<file path="config.mk">
export PLATFORM = sky130hd
export DESIGN_NAME = gmp_ds_gen_multi
export DESIGN_NICKNAME = d
export VERILOG_FILES = /design/src/rtl/gmp_pkg.sv /design/src/rtl/gmp_lane_chain.sv /design/src/rtl/gmp_ds_gen_multi.sv
export SDC_FILE = /design/constraint.sdc
export NUM_CORES = 1
export LEC_CHECK = 0
export BUFFER_PORTS_ARGS = -buffer_cell sky130_fd_sc_hd__buf_2
export CAP_MARGIN = 40
export CORE_ASPECT_RATIO = 2
export CORE_MARGIN = 2
export CORE_UTILIZATION = 45
export DETAILED_ROUTE_END_ITERATION = 10
export PLACE_DENSITY = 0.71
export SYNTH_ARGS = -nofsm -noshare
export SYNTH_HDL_FRONTEND = slang
export SYNTH_HIERARCHICAL = 1
export SYNTH_SLANG_ARGS = --single-unit
</file>
<file path="constraint.sdc">
create_clock -name clk -period 27.7 [get_ports clk]
set_input_delay 2.77 -clock clk [delete_from_list [all_inputs] [get_ports clk]]
set_output_delay 2.77 -clock clk [all_outputs]
set_load 0.005 [all_outputs]
</file>
<file path="src/rtl/gmp_pkg.sv">
// Shared types and helpers for the GMP data/stuff decision generator.
// Holds the FSM state type, the default widths and the residue step.
package gmp_pkg;

    // Default width of pm/cm and of the residue (one extra bit so that
    // r + cm never overflows before the conditional subtract).
    localparam int GMP_MPT_W = 8;
    localparam int GMP_RES_W = GMP_MPT_W + 1;

    typedef enum logic {
        IDLE = 1'b0,
        RUN  = 1'b1
    } gmp_state_t;

    // One step of the residue recurrence: (r + cm) mod pm.
    // Valid as long as r < pm and cm <= pm, so a single subtract is enough.
    function automatic logic [31:0] gmp_step(input logic [31:0] r,
                                             input logic [31:0] cm,
                                             input logic [31:0] pm);
        logic [31:0] s;
        s = r + cm;
        return (s >= pm) ? (s - pm) : s;
    endfunction

endpackage

</file>
<file path="src/rtl/gmp_lane_chain.sv">
// Combinational residue chain for LANES consecutive payload positions.
// Lane k covers position pos+k+1; it carries data when its residue is
// below cm and the position lies inside the frame.
module gmp_lane_chain
    import gmp_pkg::*;
#(
    parameter int MPT_W = GMP_MPT_W,
    parameter int LANES = 4
) (
    input  logic [MPT_W:0]   r_in,
    input  logic [MPT_W:0]   pos,
    input  logic [MPT_W-1:0] pm,
    input  logic [MPT_W-1:0] cm,
    output logic [LANES-1:0] ds,
    output logic [LANES-1:0] lane_mask,
    output logic [MPT_W:0]   r_out
);

    localparam int RES_W = MPT_W + 1;

    logic [RES_W-1:0] acc;
    logic [RES_W-1:0] p;

    // Walk the residue lane by lane and classify each position.
    always_comb begin
        acc       = r_in;
        p         = '0;
        ds        = '0;
        lane_mask = '0;
        for (int k = 0; k < LANES; k++) begin
            acc          = RES_W'(gmp_step(32'(acc), 32'(cm), 32'(pm)));
            p            = pos + RES_W'(k + 1);
            lane_mask[k] = (p <= {1'b0, pm});
            ds[k]        = (acc < {1'b0, cm}) && lane_mask[k];
        end
        r_out = acc;
    end

endmodule

</file>
<file path="src/rtl/gmp_ds_gen_multi.sv">
// Multi-lane GMP data/stuff generator.
// On each requested beat it emits LANES decisions (lane 0 earliest), a
// mask of lanes that hold real positions, frame start/end markers, and
// pulses for SOF protocol errors and illegal frame parameters.
// Optional build macro GMP_DS_CNT_EN adds a per-frame data counter
// (data_cnt) and a pulse (err_cnt) when the frame total differs from cm.
module gmp_ds_gen_multi
    import gmp_pkg::*;
#(
    parameter int MPT_W = GMP_MPT_W,
    parameter int LANES = 4
) (
    input  logic             clk,
    input  logic             rst_n,
    input  logic [MPT_W-1:0] pm,
    input  logic [MPT_W-1:0] cm,
    input  logic             sof,
    input  logic             valid_in,
    output logic             sof_out,
    output logic             valid_out,
    output logic [LANES-1:0] ds,
    output logic [LANES-1:0] lane_mask,
    output logic             eof_out,
    output logic             err_sof_early,
    output logic             err_sof_late,
    output logic             err_param
`ifdef GMP_DS_CNT_EN
    ,
    output logic [MPT_W-1:0] data_cnt,
    output logic             err_cnt
`endif
);

    localparam int RES_W = MPT_W + (GMP_RES_W - GMP_MPT_W);
    localparam logic [RES_W-1:0] LANES_R = RES_W'(LANES);

    gmp_state_t state_q, state_n;

    logic [RES_W-1:0] r_q, r_n;
    logic [RES_W-1:0] pos_q, pos_n;
    logic [RES_W-1:0] pos_adv;
    logic [MPT_W-1:0] pm_q, pm_n;
    logic [MPT_W-1:0] cm_q, cm_n;

    logic             sof_out_n, valid_out_n, eof_out_n;
    logic             err_early_n, err_late_n, err_param_n;
    logic [LANES-1:0] ds_n, mask_n;

    logic [LANES-1:0] ds_c, mask_c;
    logic [RES_W-1:0] r_c;
    logic             param_bad;
    logic             beat_last;

`ifdef GMP_DS_CNT_EN
    logic [MPT_W-1:0] cnt_n;
    logic [MPT_W-1:0] beat_pop;
    logic             err_cnt_n;
`endif

    gmp_lane_chain #(
        .MPT_W (MPT_W),
        .LANES (LANES)
    ) u_chain (
        .r_in      (r_q),
        .pos       (pos_q),
        .pm        (pm_q),
        .cm        (cm_q),
        .ds        (ds_c),
        .lane_mask (mask_c),
        .r_out     (r_c)
    );

    // Frame-parameter legality and end-of-frame detection for this beat.
    always_comb begin
        param_bad = (pm == '0) || (cm > pm);
        pos_adv   = pos_q + LANES_R;
        beat_last = (pos_adv >= {1'b0, pm_q});
    end

`ifdef GMP_DS_CNT_EN
    // Number of data lanes in the beat being produced.
    always_comb begin
        beat_pop = '0;
        for (int k = 0; k < LANES; k++) begin
            beat_pop = beat_pop + MPT_W'(ds_c[k]);
        end
    end
`endif

    // Next-state and next-output decode for the IDLE/RUN controller.
    always_comb begin
        state_n     = state_q;
        r_n         = r_q;
        pos_n       = pos_q;
        pm_n        = pm_q;
        cm_n        = cm_q;
        sof_out_n   = 1'b0;
        valid_out_n = 1'b0;
        eof_out_n   = 1'b0;
        err_early_n = 1'b0;
        err_late_n  = 1'b0;
        err_param_n = 1'b0;
        ds_n        = ds;
        mask_n      = lane_mask;
`ifdef GMP_DS_CNT_EN
        cnt_n       = data_cnt;
        err_cnt_n   = 1'b0;
`endif

        if (sof) begin
            // A parameter beat restarts the frame from either state; any
            // valid_in presented alongside it is deliberately dropped.
            err_early_n = (state_q == RUN);
            pm_n        = pm;
            cm_n        = cm;
            r_n         = '0;
            pos_n       = '0;
`ifdef GMP_DS_CNT_EN
            cnt_n       = '0;
`endif
            if (param_bad) begin
                err_param_n = 1'b1;
                state_n     = IDLE;
            end else begin
                state_n     = RUN;
            end
        end else if (valid_in) begin
            if (state_q == IDLE) begin
                err_late_n = 1'b1;
            end else begin
                valid_out_n = 1'b1;
                sof_out_n   = (pos_q == '0);
                ds_n        = ds_c;
                mask_n      = mask_c;
                r_n         = r_c;
                pos_n       = pos_adv;
`ifdef GMP_DS_CNT_EN
                cnt_n       = data_cnt + beat_pop;
`endif
                if (beat_last) begin
                    eof_out_n = 1'b1;
                    state_n   = IDLE;
`ifdef GMP_DS_CNT_EN
                    err_cnt_n = (cnt_n != cm_q);
`endif
                end
            end
        end
    end

    // State, frame context and registered outputs; reset clears everything.
    always_ff @(posedge clk or negedge rst_n) begin
        if (!rst_n) begin
            state_q       <= IDLE;
            r_q           <= '0;
            pos_q         <= '0;
            pm_q          <= '0;
            cm_q          <= '0;
            sof_out       <= 1'b0;
            valid_out     <= 1'b0;
            eof_out       <= 1'b0;
            err_sof_early <= 1'b0;
            err_sof_late  <= 1'b0;
            err_param     <= 1'b0;
            ds            <= '0;
            lane_mask     <= '0;
`ifdef GMP_DS_CNT_EN
            data_cnt      <= '0;
            err_cnt       <= 1'b0;
`endif
        end else begin
            state_q       <= state_n;
            r_q           <= r_n;
            pos_q         <= pos_n;
            pm_q          <= pm_n;
            cm_q          <= cm_n;
            sof_out       <= sof_out_n;
            valid_out     <= valid_out_n;
            eof_out       <= eof_out_n;
            err_sof_early <= err_early_n;
            err_sof_late  <= err_late_n;
            err_param     <= err_param_n;
            ds            <= ds_n;
            lane_mask     <= mask_n;
`ifdef GMP_DS_CNT_EN
            data_cnt      <= cnt_n;
            err_cnt       <= err_cnt_n;
`endif
        end
    end

endmodule
</file>
==> qor.yml <==
run_status:
  status: "completed"
place:
  globalplace.congestion: 0.987
  port_buffers: 33
  dp_cells: 1147
  dp_slack_ps: 13080
  hpwl_mm: 17.2
clock_network:
  numCtsBuffers: 5
  cts.sinks: 47
  clk_pin_slew_ps: 60
  cts_resized: 0
  cts_hold_buf: 0
  clockBufferDepth: 2
  clk-insertion-delay-late_ps: 290
  htree_levels: 2
  cts_tree: "done"
  cts_setup_buffers: 0
  root_buffer: "clkbuf_16"
grt:
  grt_use_total: 0.247
  met1_usage: 0.246
  overflow: 0
  grtUsageMet2: 0.466
  grt_pass1_vias: 6769
  antenna_found_initial: 0
  top_usage_layer: "met2"
  grt_pass1_wl_mm: 33.6
  grt_use_met3: 0.0223
  grt_max_degree: 45
setup_path:
  path_max_fanout: 15
  crit_path_end_kind: "flop"
  crit_slowest_cell: "nor2_1"
  crit_family: "compound AO/OA/AOI/OAI gates"
  cp.required_ps: 27930
  max_stage_delay_ps: 600
  path_buf_inv: 4
  worstSetupStartpointType: "flop"
  crit_arrival_ps: 15090
  path_class: "reg2reg"
routing:
  ant_nets: 0
  drc: 0
  first_pass_iters: 8
  viasPerCell: 5.73
  vias: 6620
  drt-initial-drc-count: 290
  wl_per_cell_um: 18.2
  wl_mm: 21.0
yosys:
  ys.flop_type: "dfrtp_1"
  async_reset_ff_frac: 1.00
  ys_seq_area_frac: 0.158
  avgSynthCellArea_um2: 8.13
  synth.distinct_cells: 64
  synthCells: 915
  ys_seq_elements: 47
  syn-cell-area_mm2: 0.00744
  synth_edf_count: 0
  yosys_warnings: 6
sta:
  finalHoldViolCount: 0
  worst_pin_slew_ps: 768
  fin_setup_tns_ps: 0
  rsz0062_at_grt: "no"
  fin_crit_sh: 0.536
  slew_headroom: 0.486
  holdWs_ps: 473
  slew_viol_final: 0
  setup_viol: 0
  clock.fmax_ghz: 0.0673
  worst_clock_skew_ps: 5.45
  fin_ws_ps: 12840
  fin_crit_ps: 14860
floorplan:
  die_h_um: 186
  core_mm2: 0.0163
  die_area_mm2: 0.0176
  io_pins: 34
  fp-row-count: 66
  initial_utilization: 0.457
  die_x_um: 94.9
cells_and_area:
  syn2layout_area_growth_pct: 7.78
  diodes: 0
  layoutNonFillerInstCount: 1155
  drive_above_1_share: 0.0957
  nNetsFinal: 1125
flow_run:
  drv_cap: 0
hold_path:
  min_path_type: "reg2reg"
-- flip-flops by register name (all words and copies together), names as in the netlist, 4 cells and up --
register and cells:
r_q 9, ds 4, cm_q 8, lane_mask 4
pos_q 7, pm_q 8
-- worst min-delay path, cell delays in order, from the launching register on --
cell and delay (ps):
dfrtp_1 340, nand2_1 50, nand2_1 50
-- cells by family after synthesis --
logic type	count (synthesis)	synth area share
buffers and inverters	95	0.0489
muxes	37	0.0553
DFF	47	0.158
adders and majority gates	155	0.269
AOI/OAI and AO/OA	211	0.179
other	1	0.000504
and+or+nand+nor	285	0.188
xor gates and xnor gates	84	0.101
-- routing by layer --
layer / wire [µm] / part of all wire
met1: 7480 / 0.36
met2: 11400 / 0.54
met3: 573 / 0.027
met4: 1540 / 0.073
met5: 0 / 0
-- path summary, 6_finish.rpt --
check / from / endpoint / slack, ps / depth (start not counted)
worst max-delay path: cm_q[0] / ds[3] / 12840 / 64
worst min-delay path: lane_mask[2] / lane_mask[2] / 470 / 2
worst max register to register: cm_q[0] / ds[3] / 12840 / 64
worst min register to register: lane_mask[2] / lane_mask[2] / 470 / 2
max in group asynchronous: rst_n / r_q[5] / 24820 / 2
min in group asynchronous: rst_n / lane_mask[2] / 2380 / 1
-- cell usage after synthesis (all sizes together) (4+ instances only) --
library cell    n  area share
a211oi          6      0.0067
a21o           22       0.023
a21oi          76       0.051
and2            6      0.0052
buf             8      0.0050
clkbuf          9      0.0045
dfrtp          47        0.16
fa              8       0.022
ha            147        0.25
inv            77       0.039
mux2           27       0.042
mux2i          10       0.013
nand2          91       0.046
nand2b         26       0.022
nand3          17       0.013
nand4          20       0.017
nor2           70       0.036
nor2b          27       0.023
nor3            9      0.0061
nor4            4      0.0034
o211ai          4      0.0040
o21a           18       0.018
o21ai          49       0.033
o21bai         10       0.010
o31ai           5      0.0050
xnor2          52       0.061
xor2           32       0.040
-- cells in the final DEF, fill, tap and decap left out, types with 2 or more instances in the layout --
| cell type | n |
|---|---|
| a31oi_1 | 3 |
| o21ai_0 | 49 |
| nor2b_1 | 27 |
| xnor2_1 | 52 |
| dfrtp_1 | 47 |
| or4_1 | 3 |
| mux2_2 | 25 |
| nand2b_1 | 26 |
| buf_2 | 33 |
| mux2i_1 | 10 |
| nor3_1 | 9 |
| conb_1 | 12 |
| a21o_1 | 18 |
| a221oi_2 | 2 |
| nor2_1 | 68 |
| a21oi_1 | 76 |
| clkbuf_16 | 5 |
| a21o_2 | 4 |
| nand3_1 | 14 |
| o31ai_1 | 5 |
| o21bai_1 | 10 |
| nand3_2 | 3 |
| nor2_2 | 2 |
| nand2_1 | 90 |
| a211oi_1 | 5 |
| xor2_1 | 31 |
| o2111ai_1 | 2 |
| fa_1 | 8 |
| and2_1 | 5 |
| and3_1 | 3 |
| nand4_1 | 20 |
| mux2_4 | 2 |
| o21a_1 | 17 |
| inv_1 | 77 |
| o211ai_1 | 4 |
| nand4b_1 | 3 |
| nor4_1 | 4 |
| ha_1 | 147 |
| o2bb2ai_1 | 2 |
-- metrics by stage --
step | util | area, µm²
2_1_floorplan | - | 7480
3_3_place_gp | 0.481 | 7830
3_5_place_dp | 0.483 | 7850
4_1_cts | 0.493 | 8020
5_1_grt | 0.493 | 8020
6_report | 0.493 | 8020
-- area by class of cell --
type	instances	area [µm²]
Multi-Input combinational cell	784	5940
Tap cell	204	255
Timing Repair Buffer	34	185
Sequential cell	47	1180
Clock inverter	3	43.8
Inverter	78	293
Clock buffer	5	125
Fill cell	1552	8250
Power is not shown: default switching activity piles up to over one toggle a cycle in this logic, so the estimate is an artifact.
